**config.mk**
```make
export PLATFORM = sky130hd
export DESIGN_NAME = branch_redirect
export DESIGN_NICKNAME = d
export VERILOG_FILES = /design/src/rtl/branch_pkg.sv /design/src/rtl/branch_decide.sv /design/src/rtl/branch_redirect.sv
export SDC_FILE = /design/constraint.sdc
export NUM_CORES = 1
export LEC_CHECK = 0
export CAP_MARGIN = 20
export CORE_ASPECT_RATIO = 1.75
export CORE_UTILIZATION = 40
export CTS_CLUSTER_DIAMETER = 30
export DETAILED_ROUTE_END_ITERATION = 6
export GPL_ROUTABILITY_DRIVEN = 0
export HOLD_SLACK_MARGIN = 0.06
export MAX_ROUTING_LAYER = met4
export PLACE_DENSITY = 0.77
export SLEW_MARGIN = 25
export SYNTH_ARGS = -nofsm -noshare
export SYNTH_HDL_FRONTEND = slang
export SYNTH_SLANG_ARGS = --single-unit
```
**constraint.sdc**
```tcl
create_clock -name clk -period 1.6 [get_ports clk]
set_clock_uncertainty 0.05 [all_clocks]
set_input_delay 0.32 -clock clk [delete_from_list [all_inputs] [get_ports clk]]
set_output_delay 0.32 -clock clk [all_outputs]
set_load 0.01 [all_outputs]
```
**src/rtl/branch_pkg.sv**
```systemverilog
// branch_pkg: shared definitions for the branch redirect unit.
//   - br_type encodings (BEQ/BNE/JAL/reserved)
//   - redirect FSM state type
//   - PC_STEP, the sequential fetch increment
package branch_pkg;

  localparam logic [1:0] BR_BEQ = 2'b00;
  localparam logic [1:0] BR_BNE = 2'b01;
  localparam logic [1:0] BR_JAL = 2'b10;
  localparam logic [1:0] BR_RSV = 2'b11;

  localparam logic [31:0] PC_STEP = 32'd4;

  typedef enum logic {
    ST_RUN   = 1'b0,
    ST_FLUSH = 1'b1
  } state_t;

endpackage

```
**src/rtl/branch_decide.sv**
```systemverilog
// branch_decide: combinational taken decision for a control-transfer
// instruction in execute.
//   br_valid : instruction present this cycle
//   br_type  : 00 BEQ, 01 BNE, 10 JAL, 11 reserved
//   br_res   : comparator result, 1 = operands differ
//   taken    : redirect required (only ever 1 when br_valid is 1)
module branch_decide
  import branch_pkg::*;
(
  input  logic       br_valid,
  input  logic [1:0] br_type,
  input  logic       br_res,
  output logic       taken
);

  always_comb begin
    taken = 1'b0;
    if (br_valid) begin
      case (br_type)
        BR_BEQ:  taken = ~br_res;
        BR_BNE:  taken = br_res;
        BR_JAL:  taken = 1'b1;
        default: taken = 1'b0;
      endcase
    end
  end

endmodule

```
**src/rtl/branch_redirect.sv**
```systemverilog
// branch_redirect: fetch PC generator with branch redirect and post-branch
// flush window.
//   Parameters: RESET_PC     - PC loaded on reset
//               FLUSH_CYCLES - flush cycles after a taken branch (1..3)
//   Ports: clk, rst (sync, active-high), stall (hold sequential advance),
//          br_valid/br_type/br_res/br_target (branch in execute),
//          pc (fetch PC), flush (kill younger instrs), misalign (one-cycle
//          pulse after a taken branch whose target had low bits set).
//   Optional: define BRANCH_STATS_EN to add br_total_cnt / br_taken_cnt,
//          saturating counters of branches accepted in RUN and taken ones.
module branch_redirect
  import branch_pkg::*;
#(
  parameter logic [31:0] RESET_PC     = 32'h0000_0000,
  parameter int unsigned FLUSH_CYCLES = 2
) (
  input  logic        clk,
  input  logic        rst,
  input  logic        stall,
  input  logic        br_valid,
  input  logic [1:0]  br_type,
  input  logic        br_res,
  input  logic [31:0] br_target,
  output logic [31:0] pc,
  output logic        flush,
`ifdef BRANCH_STATS_EN
  output logic        misalign,
  output logic [31:0] br_total_cnt,
  output logic [31:0] br_taken_cnt
`else
  output logic        misalign
`endif
);

  state_t      state_q, state_d;
  logic [31:0] pc_q, pc_d;
  logic [1:0]  cnt_q, cnt_d;
  logic        mis_q, mis_d;
  logic        taken;

  branch_decide u_decide (
    .br_valid (br_valid),
    .br_type  (br_type),
    .br_res   (br_res),
    .taken    (taken)
  );

  always_ff @(posedge clk) begin
    if (rst) begin
      state_q <= ST_RUN;
      pc_q    <= RESET_PC;
      cnt_q   <= '0;
      mis_q   <= 1'b0;
    end else begin
      state_q <= state_d;
      pc_q    <= pc_d;
      cnt_q   <= cnt_d;
      mis_q   <= mis_d;
    end
  end

  always_comb begin
    state_d = state_q;
    pc_d    = pc_q;
    cnt_d   = cnt_q;
    mis_d   = 1'b0;
    case (state_q)
      ST_RUN: begin
        // A taken redirect wins over stall.
        if (taken) begin
          pc_d    = {br_target[31:2], 2'b00};
          state_d = ST_FLUSH;
          cnt_d   = 2'(FLUSH_CYCLES);
          mis_d   = |br_target[1:0];
        end else if (!stall) begin
          pc_d = pc_q + PC_STEP;
        end
      end
      ST_FLUSH: begin
        // Branches are ignored here; the window length is fixed, so the
        // count runs down even while fetch is stalled.
        if (!stall) begin
          pc_d = pc_q + PC_STEP;
        end
        cnt_d = cnt_q - 2'd1;
        if (cnt_q == 2'd1) begin
          state_d = ST_RUN;
        end
      end
      default: state_d = ST_RUN;
    endcase
  end

  assign pc       = pc_q;
  assign flush    = (state_q == ST_FLUSH);
  assign misalign = mis_q;

`ifdef BRANCH_STATS_EN
  logic [31:0] total_q;
  logic [31:0] taken_q;

  always_ff @(posedge clk) begin
    if (rst) begin
      total_q <= '0;
      taken_q <= '0;
    end else if (state_q == ST_RUN) begin
      if (br_valid && (total_q != '1)) begin
        total_q <= total_q + 32'd1;
      end
      if (taken && (taken_q != '1)) begin
        taken_q <= taken_q + 32'd1;
      end
    end
  end

  assign br_total_cnt = total_q;
  assign br_taken_cnt = taken_q;
`endif

endmodule

```
==> reports/qor.yml, run 1 <==
route:
  via_per_inst: 5.50
  route.detailed.drc: 0
  drt_iter0_drc: 48
  dr.pass1.iters: 4
  routed-via-count: 2128
  wl_microns: 6620
  ant_nets: 0
  avgRoutedWirePerCell_microns: 17.1
critical_path:
  worstSetupPathType: "reg2reg"
  rrSetupSlack_ns: -0.16
  required_ns: 1.74
  crit_family: "flip-flops"
  timing.rr.end: "pc[12]$_SDFF_PP0_"
  r2r_start: "pc[3]$_SDFF_PP0_"
  slowest_stage: "dfxtp_4"
  cp_max_fo: 3
  critPathLaunchType: "flop"
  critical_path_depth: 7
  arrival_ns: 1.90
  r2r_cells: 7
  worstSetupEndpointType: "flop"
  cp_common_cell: "buf_4"
  cp_num_buf_inv: 2
  path_cells: "ha_4 > nand3b_1 > buf_4 > buf_4 > nor3_2 > xnor2_1 > a211oi_1"
  critical-path-max-stage-delay_ns: 0.36
global_routing:
  antenna_found_initial: 0
  grt_remaining_overflow: 0
  first_global_vias: 2156
  grt_max_degree: 24
  grt_pass1_wl_microns: 9640
  track_usage_pct: 26.9
sta:
  fin_crit_sh_pct: 110
  min_period_ns: 1.76
  fin_hold_ws_ns: 0.443
  max_freq_ghz: 0.569
  rsz0062_at_grt: "yes"
  hold_viol_final: 0
  setup_viol: 12
  finalWorstSetupSlack_ns: -0.158
  report.final.slew_viol_count: 0
clocking:
  clockBufferDepth: 2
  cts_tree: "built"
  htreeDepth: 2
  clock-root-buffer: "clkbuf_8"
  clk_pin_slew_ns: 0.07
  numCtsBuffers: 5
  clock_latency_ns: 0.30
  cts_sinks: 34
power_and_ir_drop:
  powerDensity_nw_per_um2: 676
  p_leak_uw: 0.00157
  peakVddDrop_mv: 0.782
worst_hold_path:
  worstHoldPathCells: 2
  hp-start: "cnt_q[1]$_SDFFE_PP0P_"
  min_to: "cnt_q[1]$_SDFFE_PP0P_"
  min_path_type: "reg2reg"
cells_and_area:
  nets: 376
  area_delta_synth_final_pct: 80.1
  design_area_sq_um: 3420
  drive_gt1_share_pct: 33.9
  instances_no_fill: 387
  antennaDiodeCount: 0
floorplanning:
  die_y_microns: 93.2
  die_x_microns: 54.1
  dieArea_sq_um: 5050
  io_pins: 73
  initial_core_util_pct: 42.4
  rows: 32
  core_sq_um: 4480
logic_synthesis:
  seq_area_frac_synth_pct: 35.8
  yosys_warnings: 0
  syn_inst: 214
  synthDistinctLibCells: 34
  synth.ff_latch_count: 34
  synth.avg_cell_area_sq_um: 8.89
  synth.cell_area_sq_um: 1900
place:
  dp_cells: 361
  dpl.hpwl_microns: 3910
  postPlaceCellArea_sq_um: 2920
  portBuffers: 70
outcome:
  status: "complete, but fails checks"
  violations: "setup timing"
run:
  drv_cap: 0
==> final cells by class <==
type	instances	area, sq um
clock buffer	8	80.1
fill	297	1060
multi-input combinational	165	1320
tap	51	63.8
inverter	4	15.0
timing repair buffer	125	1220
sequential	34	722
==> routing by layer <==
metal	vias to the layer above	share of wire [%]	GRT usage [%]
li1	998	-	-
met1	1029	35	27.1
met2	77	57	45.7
met3	24	4.2	6.18
met4	0	3.8	13.9
met5	-	0	-
==> sequential cells by signal, summed over array words and instances, names as in the netlist <==
register,count
cnt_q,2
pc,30
misalign,1
flush,1
==> worst max path at each step <==
stage | start | endpoint | slack [ns]
floorplan | pc[3]$_SDFF_PP0_ | pc[30]$_SDFF_PP0_ | -0.003
global placement | stall | pc[21]$_SDFF_PP0_ | -0.40
detailed placement | stall | pc[27]$_SDFF_PP0_ | -0.50
CTS | pc[9]$_SDFF_PP0_ | pc[27]$_SDFF_PP0_ | -0.09
global route | pc[3]$_SDFF_PP0_ | pc[12]$_SDFF_PP0_ | -0.17
finish | pc[3]$_SDFF_PP0_ | pc[12]$_SDFF_PP0_ | -0.16
==> synthesized netlist by cell type <==
cell / number / area share [%]
nand2_1: 12 / 2.4
nand4b_4: 1 / 1.2
nor2b_1: 3 / 0.99
xnor2_1: 12 / 5.5
buf_6: 1 / 0.59
nor2_1: 38 / 7.5
nand4_4: 1 / 1.1
a221oi_1: 1 / 0.46
and4_1: 2 / 0.92
nor4_2: 1 / 0.66
or2_2: 1 / 0.33
nand4b_1: 1 / 0.46
or3_4: 1 / 0.59
nand2b_1: 2 / 0.66
and3_1: 3 / 0.99
a211oi_2: 1 / 0.66
nand3_1: 8 / 2.1
dfxtp_1: 34 / 36
nand3b_1: 2 / 0.79
nor3_1: 7 / 1.8
buf_4: 2 / 0.79
and3b_1: 1 / 0.46
clkbuf_1: 5 / 0.99
ha_1: 2 / 1.3
a21oi_1: 1 / 0.26
a211oi_1: 28 / 11
conb_1: 1 / 0.20
inv_1: 4 / 0.79
nor4_4: 2 / 2.2
nand4_1: 11 / 3.6
mux2i_1: 3 / 1.6
o31ai_1: 1 / 0.39
clkbuf_8: 4 / 2.9
xor2_1: 17 / 7.8
==> power by group <==
part	switching, uW	internal, uW	total [uW]
clock	320	309	629
sequential	76.5	926	1000
combinational	284	398	682
total	680	1630	2310
==> timing repair <==
item / CTS / global route
hold buffers: 0 / 0
pin swaps: 18 / 10
setup buffers: 11 / 4
cloned: 3 / 0
resized for setup: 56 / 33
endpoints found under the hold margin: 0 / 0
setup endpoints to repair: 50 / 29
==> cell usage in the layout, fill, tap and decap left out, drive strengths merged <==
cell / n
a211oi: 29
a21oi: 1
a221oi: 1
and3: 3
and3b: 1
and4: 2
buf: 53
bufbuf: 2
clkbuf: 8
clkdlybuf4s50: 34
conb: 2
dfxtp: 34
dlygate4sd2: 29
dlymetal6s2s: 7
ha: 2
inv: 4
mux2i: 3
nand2: 12
nand2b: 2
nand3: 8
nand3b: 2
nand4: 12
nand4b: 2
nor2: 38
nor2b: 3
nor3: 7
nor4: 3
o31ai: 1
or2: 1
or3: 1
xnor2: 12
xor2: 17
==> metrics by stage <==
step                      setup TNS, ns  power, uW  worst slack, ns  util, %
final                            -0.551       2310           -0.158     76.4
after CTS                        -0.261       2280          -0.0880     72.4
after global placement            -9.71       1590           -0.397     65.2
after global routing              -1.72       2420           -0.166     76.4
after detailed placement         -11.57       1610           -0.504     65.2
after floorplan                -0.00257       1260         -0.00257        -
==> logic make-up (layout without fill, tap and decap cells) <==
| family | Yosys count | after routing | synth area share [%] |
|---|---|---|---|
| simple gates | 97 | 97 | 28.9 |
| flops | 34 | 34 | 35.8 |
| compound gates | 32 | 32 | 12.8 |
| xor+xnor | 29 | 29 | 13.4 |
| buf+inv | 16 | 137 | 6.05 |
| mux | 3 | 3 | 1.58 |
| fa+ha+maj | 2 | 2 | 1.32 |
| other cells | 1 | 2 | 0.197 |
==> tightest hold or removal path: stages (launching register included) <==
cell,delay (ns)
dfxtp_1,0.30
inv_1,0.06
a221oi_1,0.08
Power figures use the tool's default switching activity.
==> run 2: changes to the inputs <==
--- a/config.mk
+++ b/config.mk
@@ -14,6 +14,7 @@
 export HOLD_SLACK_MARGIN = 0.06
 export MAX_ROUTING_LAYER = met4
 export PLACE_DENSITY = 0.77
+export SKIP_CTS_REPAIR_TIMING = 1
 export SLEW_MARGIN = 25
 export SYNTH_ARGS = -nofsm -noshare
 export SYNTH_HDL_FRONTEND = slang
==> reports/qor.yml, run 2 (synthesis gave the netlist of run 1 again) <==
outcome:
  status: "complete, but fails checks"
  violations: "setup timing"
floorplanning:
  die_x_microns: 54.1
  initial_core_util_pct: 42.4
  core_sq_um: 4480
  dieArea_sq_um: 5050
  io_pins: 73
  rows: 32
  die_y_microns: 93.2
cells_and_area:
  area_delta_synth_final_pct: 84.3
  fillers: 272
  drive_gt1_share_pct: 34.4
  regArea_sq_um: 719
  layout_common_cells: "38 x buf_4, 35 x clkdlybuf4s50_1, 35 x dlymetal6s2s_1, 29 x nor2_1, 18 x a211oi_1"
  largest_reg_flops: 30
  layout_commonest_cell: "buf_4"
  instances_no_fill: 385
  nets: 374
  multi_input_area_sq_um: 1310
  design_area_sq_um: 3500
  antennaDiodeCount: 0
route:
  wl_microns: 7060
  route.detailed.drc: 0
  dr.pass1.iters: 4
  via_per_inst: 5.68
  ant_nets: 0
  routed-via-count: 2187
  drt_iter0_drc: 90
  avgRoutedWirePerCell_microns: 18.3
place:
  dpl.hpwl_microns: 3910
  postPlaceCellArea_sq_um: 2920
  portBuffers: 70
  dp_cells: 361
global_routing:
  first_global_vias: 1943
  grt_remaining_overflow: 0
  track_usage_pct: 22.7
  gr-usage-met3_pct: 5.20
  grt_use_met1_pct: 23.2
  grtUsageMet2_pct: 39.3
  grt_busiest_layer: "met2"
  grt_pass1_wl_microns: 8310
  antenna_found_initial: 0
  grt_max_degree: 37
sta:
  report.final.slew_viol_count: 0
  hold_viol_final: 0
  fin_crit_sh_pct: 106
  setup_viol: 13
  min_period_ns: 1.69
  rsz0062_at_grt: "yes"
  max_freq_ghz: 0.591
  finalSetupTns_ns: -0.485
  finalWorstSetupSlack_ns: -0.0933
critical_path:
  worstSetupEndpointType: "flop"
  cp_max_fo: 4
  r2r_start: "pc[10]$_SDFF_PP0_"
  timing.rr.end: "pc[21]$_SDFF_PP0_"
  r2r_cells: 5
  required_ns: 1.76
  arrival_ns: 1.86
  worstSetupPathType: "reg2reg"
  critPathLaunchType: "flop"
  rrSetupSlack_ns: -0.09
worst_hold_path:
  hp-start: "cnt_q[1]$_SDFFE_PP0P_"
  min_to: "cnt_q[1]$_SDFFE_PP0P_"
  min_path_type: "reg2reg"
  worstHoldPathCells: 2
run:
  drv_cap: 0
clocking:
  clock_latency_ns: 0.29
  htreeDepth: 2
  clockBufferDepth: 2
  cts_sinks: 34
  numCtsBuffers: 5
  cts_tree: "built"
  clock-root-buffer: "clkbuf_8"
  clk_pin_slew_ns: 0.07
power_and_ir_drop:
  p_leak_uw: 0.00185
  powerDensity_nw_per_um2: 671
  peakVddDrop_mv: 0.644
  total_power_uw: 2350
==> run 2: report_power, final <==
part	internal (uW)	total, uW	leakage [uW]	switching (uW)
clock	309	629	0.0000395	319
combinational	419	717	0.00152	298
sequential	926	1000	0.000288	78.3
==> run 2: cell type report <==
class / instances / area share (%)
inverters: 4 / 0.428
well taps: 51 / 1.82
repair buffers: 122 / 37.6
flip-flops and latches: 34 / 20.5
multi-input cells: 166 / 37.4
clock buffers: 8 / 2.28
==> run 2: worst max path at each step <==
stage	endpoint	startpoint	slack (ns)
floorplan	pc[30]$_SDFF_PP0_	pc[3]$_SDFF_PP0_	-0.003
global placement	pc[21]$_SDFF_PP0_	stall	-0.40
detailed placement	pc[27]$_SDFF_PP0_	stall	-0.50
CTS	pc[27]$_SDFF_PP0_	stall	-0.23
global route	pc[25]$_SDFF_PP0_	pc[10]$_SDFF_PP0_	-0.19
finish	pc[21]$_SDFF_PP0_	pc[10]$_SDFF_PP0_	-0.09
==> run 2: critical path: stages (launching register included) <==
cell and delay (ns):
dfxtp_1 0.37, nand4_1 0.21, or3_4 0.44, nor4_4 0.24
xnor2_1 0.11, a211oi_2 0.20
==> run 2: per-stage QoR <==
step | utilization (%) | worst slack [ns] | hold WS, ns
2_1_floorplan | - | -0.00257 | 0.396
3_3_place_gp | 65.2 | -0.397 | 0.415
3_5_place_dp | 65.2 | -0.504 | 0.439
4_1_cts | 67.0 | -0.233 | 0.449
5_1_grt | 78.2 | -0.189 | 0.477
6_report | 78.2 | -0.0933 | 0.448
==> run 2: routing by layer <==
layer | wire (microns) | share of wire [%]
met1 | 2480 | 35
met2 | 4040 | 57
met3 | 356 | 5.0
met4 | 186 | 2.6
met5 | 0 | 0
